**src/rtl/maze_pkg.sv**
```systemverilog
// Shared definitions for the maze walker: direction codes, FSM states and cell values.
package maze_pkg;

  localparam int COORD_W_DEFAULT = 4;

  localparam logic [1:0] DIR_RIGHT = 2'd0;
  localparam logic [1:0] DIR_DOWN  = 2'd1;
  localparam logic [1:0] DIR_LEFT  = 2'd2;
  localparam logic [1:0] DIR_UP    = 2'd3;

  localparam logic CELL_FREE = 1'b0;
  localparam logic CELL_WALL = 1'b1;

  typedef enum logic [2:0] {
    ST_IDLE,
    ST_MARK,
    ST_PROBE,
    ST_CHECK,
    ST_BACK,
    ST_DONE,
    ST_FAIL
  } state_t;

endpackage

```
**src/rtl/maze_dir_stack.sv**
```systemverilog
// LIFO of 2-bit directions taken on the way forward; popped while backtracking.
module maze_dir_stack #(
  parameter int DEPTH = 256,
  parameter int W     = 2
) (
  input  logic         clk,
  input  logic         rst,
  input  logic         clear,
  input  logic         push,
  input  logic [W-1:0] push_data,
  input  logic         pop,
  output logic [W-1:0] top,
  output logic         empty,
  output logic         full
);

  localparam int AW = $clog2(DEPTH);

  logic [W-1:0]  mem [DEPTH];
  logic [AW:0]   ptr;
  logic [AW-1:0] top_idx;

  assign top_idx = ptr[AW-1:0] - AW'(1);
  assign top     = mem[top_idx];
  assign empty   = (ptr == '0);
  assign full    = (ptr == (AW+1)'(DEPTH));

  always_ff @(posedge clk) begin
    if (rst || clear) begin
      ptr <= '0;
    end else if (push && !full) begin
      ptr <= ptr + 1'b1;
    end else if (pop && !empty) begin
      ptr <= ptr - 1'b1;
    end
  end

  // Storage needs no reset: an entry is only read after it has been pushed.
  always_ff @(posedge clk) begin
    if (push && !full) begin
      mem[ptr[AW-1:0]] <= push_data;
    end
  end

endmodule

```
**src/rtl/maze_walker.sv**
```systemverilog
// Depth-first rat-in-maze solver driving a single-bit maze memory with one-cycle read latency.
module maze_walker
  import maze_pkg::*;
#(
  parameter int COORD_W = COORD_W_DEFAULT,
  parameter int START_X = 0,
  parameter int START_Y = 0,
  parameter int GOAL_X  = 15,
  parameter int GOAL_Y  = 15
) (
  input  logic               clk,
  input  logic               rst,
  input  logic               start,
  output logic               mem_rd,
  output logic               mem_wr,
  output logic [COORD_W-1:0] mem_x,
  output logic [COORD_W-1:0] mem_y,
  output logic               mem_din,
  input  logic               mem_dout,
  output logic [COORD_W-1:0] cur_x,
  output logic [COORD_W-1:0] cur_y,
  output logic               move_valid,
  output logic [1:0]         move_dir,
  output logic               busy,
  output logic               done,
  output logic               fail
);

  localparam logic [COORD_W-1:0] SX    = COORD_W'(START_X);
  localparam logic [COORD_W-1:0] SY    = COORD_W'(START_Y);
  localparam logic [COORD_W-1:0] GX    = COORD_W'(GOAL_X);
  localparam logic [COORD_W-1:0] GY    = COORD_W'(GOAL_Y);
  localparam logic [COORD_W-1:0] MAX_C = '1;

  state_t             state, state_d;
  logic [1:0]         dir, dir_d;
  logic [COORD_W-1:0] cur_x_d, cur_y_d;
  logic               mv_d;
  logic [1:0]         mv_dir_d;
  logic               stk_push, stk_pop, stk_clr;
  logic [1:0]         stk_top, back_dir;
  logic               stk_empty, stk_full;
  logic [COORD_W-1:0] nb_x, nb_y, bk_x, bk_y;
  logic               nb_oob;

  function automatic logic [2*COORD_W-1:0] step_xy(input logic [COORD_W-1:0] x,
                                                   input logic [COORD_W-1:0] y,
                                                   input logic [1:0] d);
    logic [COORD_W-1:0] nx, ny;
    nx = x;
    ny = y;
    case (d)
      DIR_RIGHT: nx = x + 1'b1;
      DIR_DOWN:  ny = y + 1'b1;
      DIR_LEFT:  nx = x - 1'b1;
      default:   ny = y - 1'b1;
    endcase
    return {nx, ny};
  endfunction

  function automatic logic edge_hit(input logic [COORD_W-1:0] x,
                                    input logic [COORD_W-1:0] y,
                                    input logic [1:0] d);
    case (d)
      DIR_RIGHT: return x == MAX_C;
      DIR_DOWN:  return y == MAX_C;
      DIR_LEFT:  return x == '0;
      default:   return y == '0;
    endcase
  endfunction

  assign {nb_x, nb_y} = step_xy(cur_x, cur_y, dir);
  assign nb_oob       = edge_hit(cur_x, cur_y, dir);
  // Backtracking retraces the popped move in reverse; that cell was entered from here, so no bound check.
  assign back_dir     = stk_top ^ 2'b10;
  assign {bk_x, bk_y} = step_xy(cur_x, cur_y, back_dir);

  maze_dir_stack #(
    .DEPTH (1 << (2 * COORD_W)),
    .W     (2)
  ) u_stack (
    .clk       (clk),
    .rst       (rst),
    .clear     (stk_clr),
    .push      (stk_push),
    .push_data (dir),
    .pop       (stk_pop),
    .top       (stk_top),
    .empty     (stk_empty),
    .full      (stk_full)
  );

  always_comb begin
    state_d  = state;
    dir_d    = dir;
    cur_x_d  = cur_x;
    cur_y_d  = cur_y;
    mv_d     = 1'b0;
    mv_dir_d = move_dir;
    stk_push = 1'b0;
    stk_pop  = 1'b0;
    stk_clr  = 1'b0;
    mem_rd   = 1'b0;
    mem_wr   = 1'b0;
    mem_din  = 1'b0;
    mem_x    = '0;
    mem_y    = '0;
    unique case (state)
      ST_IDLE, ST_DONE, ST_FAIL: begin
        if (start) begin
          cur_x_d = SX;
          cur_y_d = SY;
          dir_d   = DIR_RIGHT;
          stk_clr = 1'b1;
          state_d = ST_MARK;
        end
      end
      ST_MARK: begin
        mem_wr  = 1'b1;
        mem_din = CELL_WALL;
        mem_x   = cur_x;
        mem_y   = cur_y;
        state_d = (cur_x == GX && cur_y == GY) ? ST_DONE : ST_PROBE;
      end
      ST_PROBE: begin
        if (nb_oob) begin
          if (dir == DIR_UP) state_d = ST_BACK;
          else               dir_d   = dir + 1'b1;
        end else begin
          mem_rd  = 1'b1;
          mem_x   = nb_x;
          mem_y   = nb_y;
          state_d = ST_CHECK;
        end
      end
      ST_CHECK: begin
        if (mem_dout == CELL_FREE) begin
          stk_push = !stk_full;
          cur_x_d  = nb_x;
          cur_y_d  = nb_y;
          mv_d     = 1'b1;
          mv_dir_d = dir;
          dir_d    = DIR_RIGHT;
          state_d  = ST_MARK;
        end else if (dir == DIR_UP) begin
          state_d = ST_BACK;
        end else begin
          dir_d   = dir + 1'b1;
          state_d = ST_PROBE;
        end
      end
      ST_BACK: begin
        if (stk_empty) begin
          state_d = ST_FAIL;
        end else begin
          stk_pop  = 1'b1;
          cur_x_d  = bk_x;
          cur_y_d  = bk_y;
          mv_d     = 1'b1;
          mv_dir_d = back_dir;
          if (stk_top != DIR_UP) begin
            dir_d   = stk_top + 1'b1;
            state_d = ST_PROBE;
          end
        end
      end
      default: state_d = ST_IDLE;
    endcase
  end

  always_ff @(posedge clk) begin
    if (rst) begin
      state      <= ST_IDLE;
      dir        <= DIR_RIGHT;
      cur_x      <= '0;
      cur_y      <= '0;
      move_valid <= 1'b0;
      move_dir   <= 2'd0;
    end else begin
      state      <= state_d;
      dir        <= dir_d;
      cur_x      <= cur_x_d;
      cur_y      <= cur_y_d;
      move_valid <= mv_d;
      move_dir   <= mv_dir_d;
    end
  end

  assign busy = (state == ST_MARK) || (state == ST_PROBE) ||
                (state == ST_CHECK) || (state == ST_BACK);
  assign done = (state == ST_DONE);
  assign fail = (state == ST_FAIL);

endmodule

```
**config.mk**
```make
export PLATFORM = sky130hd
export DESIGN_NAME = maze_walker
export DESIGN_NICKNAME = d
export VERILOG_FILES = /design/src/rtl/maze_pkg.sv /design/src/rtl/maze_dir_stack.sv /design/src/rtl/maze_walker.sv
export SDC_FILE = /design/constraint.sdc
export NUM_CORES = 1
export LEC_CHECK = 0
export BUFFER_PORTS_ARGS = -buffer_cell sky130_fd_sc_hd__buf_4
export CAP_MARGIN = 25
export CORE_MARGIN = 2
export CORE_UTILIZATION = 60
export CTS_BUF_LIST = sky130_fd_sc_hd__clkbuf_2
export DETAILED_ROUTE_END_ITERATION = 16
export PLACE_DENSITY = 0.82
export SETUP_SLACK_MARGIN = 0.1
export SYNTH_ARGS = -nofsm -noshare
export SYNTH_HDL_FRONTEND = slang
export SYNTH_SLANG_ARGS = --single-unit
```
**constraint.sdc**
```tcl
create_clock -name clk -period 14.5 [get_ports clk]
set_input_delay 2.9 -clock clk [delete_from_list [all_inputs] [get_ports clk]]
set_output_delay 2.9 -clock clk [all_outputs]
set_load 0.02 [all_outputs]
```
==> results list <==
- CTS tree: yes
- DRT antenna net count: 0
- CP Capture Type: register
* Placement Setup Slack: 7.52 ns
* DR vias/cell: 6.45
- Flip-flop and latch count after synthesis: 537
* Cell count after synthesis: 1494
* Total Routed Length: 55600 µm
* Synthesized Nets: 1518
- Root buffer cell: clkbuf_2
* Number of top-level design ports: 29
* Mux cell area share after synthesis: 14.8%
- In this run the post-CTS setup repair buffer count came out at 0.
* Net switching power of the design: 0.00115 W
- Die Ht: 201 µm
- After layout, the design draws a total of 0.00369 W.
* Maximum number of pins on one net before global-route repair: 119
- Number of endpoints with negative hold slack in the final report: 0
- Mapped cell area: 23300 µm²
- Total congestion overflow: 0
* Tightest Pin Transition: 0.946 ns
- Final core utilization: 65.8%
- Type of the worst min-delay path: reg -> reg
* Max Clock Skew: 0.106 ns
- The max-slew violation count was 0.
* Status: complete, no violations
* Synthesized-area fraction occupied by adder cells: 1.11%
- Startpoint types: register
- Required @ worst endpoint: 15.55 ns
- Once detailed placement completed, the half-perimeter wirelength came to 33100 µm.
- The clock network burns 27.1% of the power.
- The synthesized netlist devotes 3.67% of its cell area to compound gates.
- The clock period could shrink to 7.03 ns.
- Number of global-route vias before repair: 14216
* Most frequent cells in the layout: 512 x edfxtp_1, 324 x nor2_1, 186 x clkbuf_2, 143 x mux4_2, 95 x nand2_1
- Of the total power, registers draw 51.6%.
- Std-Cell Core Area: 38500 µm²
- Along the worst path, the maximum fanout reaches 51.
- First-pass GRT wire length: 83500 µm
- Sum Neg Setup Slack: 0 ns
- Internal portion of total power: 0.00253 W
- Across the run, the number of max-cap violations was 0.
- Die Outline Area: 40300 µm²
- Buf/Inv on CP: 4
- Post-Synth Simple-Gate Area: 8.86%
* Leak pwr: 8.13 nW
* Distinct cell type count of the synthesized netlist: 67
- Slew Limit Headroom: 36.9%
- The Yosys step of the flow raised 0 warnings.
- In the final design database the tool counted 1607 nets.
- Combinational logic burns 21.3% of the power.
* Number of cell rows: 72
- The layout has 2593 filler cells.
- Relative area change from synthesis to final layout: 8.88%
- The initial utilization of the core area, before any placement, comes to 60.4%.
- Final count of negative-setup-slack endpoints: 0
- RSZ-0062 raised after global routing: no
- Cell chain of the critical path: inv_1, ha_4, buf_4, buf_4, mux4_2, mux4_2, a22oi_1, a211oi_1, nor4_1, inv_1, ha_1, a21boi_0, o32a_1, o22ai_1, a31o_2, nor4_1, a21oi_1, nor2_1
- Detailed Route Iter0 Violations: 1868
- Setup slack closes at 7.47 ns.
- Net switching is 31.2% of the power.
* Most instantiated flip-flop cell in the synthesis netlist: edfxtp_1
- By area, the combinational part of the netlist is dominated by multiplexers.
- Fraction of layout cells with a size suffix above 1: 24.9%
- The synthesized design contains 512 enable-type register cells.
- Each instance of the synthesized netlist takes up on average 15.6 µm².
- CP Class: reg -> reg
- Of the total synthesized cell area, the portion taken by XOR and XNOR cells is 1.12%.
- Fin area: 25300 µm²
- Grouping stages by cell kind, the critical path spends the most delay in buffers and inverters.
* Achievable clock frequency: 142 MHz
- Summing over every cut layer, the via total after detailed routing is 14216.
- Clock-pin slew was measured on the worst setup and hold paths at 0.11 ns.
* RePlAce Congestion: 0.890
- Dividing total power by cell area gives a power density of 146 nW/µm².
* Fraction of synthesis flops using an asynchronous set or reset pin: 0%
- Setup slack on the worst reg-to-reg path comes out at 7.47 ns.
- In this run the deepest clock path goes through 3 buffers.
- Cell at the slowest stage of the critical path: nor4_1
- In this run the number of H-tree levels came out at 3.
* Skew-Pair Late Insertion Delay: 1.13 ns
- Post-CTS resize count: 0
- Number of antenna violations at the first check in global routing: 1
* Total routing resource utilization after global routing: 27.9%
- Num CTS Buffers: 121
* Number of I/O port buffers: 28
* Final worst-path cycle share: 48.5%
- The share of the Yosys chip area taken by registers is 68.3%.
- Drc violations: 0
* Average wire per standard cell: 25.2 µm
- Most common cell after layout, fill and taps aside: edfxtp_1
- The first TritonRoute pass finished after 5 iterations.
- Counting every sink on the clock net gives 537.
- VDD IR-drop max: 0.0723 mV
- Data arrival time of the critical path: 8.08 ns
* Number of buffers inserted for hold repair after clock tree synthesis: 0
- Worst stage delay on the critical path: 0.83 ns
- Chip Width: 201 µm
- Placed Area: 24100 µm²
==> final cells by class <==
cell class                      instances  area, µm²  share of cell area [%]
Antenna cell                            1       2.50                 0.00988
Multi-Input combinational cell        835       6920                    27.3
Inverter                               26       97.6                   0.385
Timing Repair Buffer                   62        571                    2.25
Sequential cell                       537      15900                    62.8
Tap cell                              518        648                    2.56
Clock buffer                          186        931                    3.68
Clock inverter                         39        259                    1.02
==> stage by stage <==
step / hold slack (ns) / std cells
after floorplan: 0.533 / 1494
after global placement: 0.458 / 1970
after detailed placement: 0.469 / 1976
after CTS: 0.482 / 2201
after global routing: 0.510 / 2204
final: 0.484 / 2204
==> state kept, by name (all words and copies together), names as in the netlist <==
register / cells
state: 3
dir: 2
u_stack.ptr: 9
move_dir: 2
u_stack.mem: 512
move_valid: 1
cur_y: 4
cur_x: 4
==> Yosys cell counts, types with 3 or more instances <==
master	number	area share (%)
nand2b_1	5	0.13
nor2b_1	8	0.22
a22oi_1	9	0.29
mux2_2	3	0.15
nor3b_1	7	0.23
buf_4	3	0.097
a32oi_1	3	0.11
edfxtp_1	512	66
clkbuf_1	71	1.1
a32o_1	4	0.17
nand2_1	95	1.5
nor4_1	3	0.081
a211oi_1	11	0.36
a31oi_1	3	0.081
nand3_1	21	0.45
xor2_1	6	0.23
o22ai_1	18	0.48
o21ai_0	26	0.56
nor3_1	10	0.22
nor2_1	324	5.2
buf_2	19	0.41
mux4_2	143	14
nand4_1	5	0.13
o2111ai_1	4	0.15
xnor2_1	20	0.75
inv_1	25	0.40
mux2i_1	19	0.82
ha_1	19	1.0
a31o_1	3	0.11
dfxtp_1	25	2.2
o31ai_1	4	0.13
a311oi_1	3	0.11
a21oi_1	19	0.41
==> cells by family after synthesis <==
group | after synthesis
DFF | 537
and+or+nand+nor | 495
xor gates and xnor gates | 28
muxes | 165
buffers and inverters | 122
adders and majority gates | 20
AOI/OAI and AO/OA | 127
==> worst reg2reg max path, stage by stage, from the launching register on <==
cell	delay, ns
dfxtp_4	0.79
inv_1	0.31
ha_4	0.67
buf_4	0.74
buf_4	0.71
mux4_2	0.43
mux4_2	0.47
a22oi_1	0.29
a211oi_1	0.15
nor4_1	0.83
inv_1	0.17
ha_1	0.27
a21boi_0	0.17
o32a_1	0.17
o22ai_1	0.09
a31o_2	0.27
nor4_1	0.26
a21oi_1	0.07
nor2_1	0.11
==> final timing paths <==
path	depth (start not counted)	startpoint	end
max	18	u_stack.ptr[0]$_SDFFE_PP0P_	state[0]$_SDFFE_PP0P_
min	2	move_dir[0]$_SDFFE_PP0P_	move_dir[0]$_SDFFE_PP0P_
max reg2reg	18	u_stack.ptr[0]$_SDFFE_PP0P_	state[0]$_SDFFE_PP0P_
min reg2reg	2	move_dir[0]$_SDFFE_PP0P_	move_dir[0]$_SDFFE_PP0P_
==> routing by layer <==
metal / global-route usage, % / wire length [µm] / vias up / part of all wire, %
li1: - / - / 6000 / -
met5: 0 / 0 / - / 0
met4: 16.1 / 2950 / 0 / 5.3
met1: 36.6 / 20100 / 7054 / 36
met3: 6.53 / 6180 / 187 / 11
met2: 43.6 / 26300 / 975 / 47
==> power groups by stage <==
stage          clock (W)  sequential, W  combinational (W)
2_1_floorplan          0        0.00200           0.000470
3_3_place_gp           0        0.00194           0.000736
3_5_place_dp           0        0.00194           0.000760
4_1_cts          0.00101        0.00190           0.000763
5_1_grt          0.00108        0.00191           0.000840
6_report        0.000998        0.00190           0.000787
Note: power is estimated with default switching activity, not from simulation.
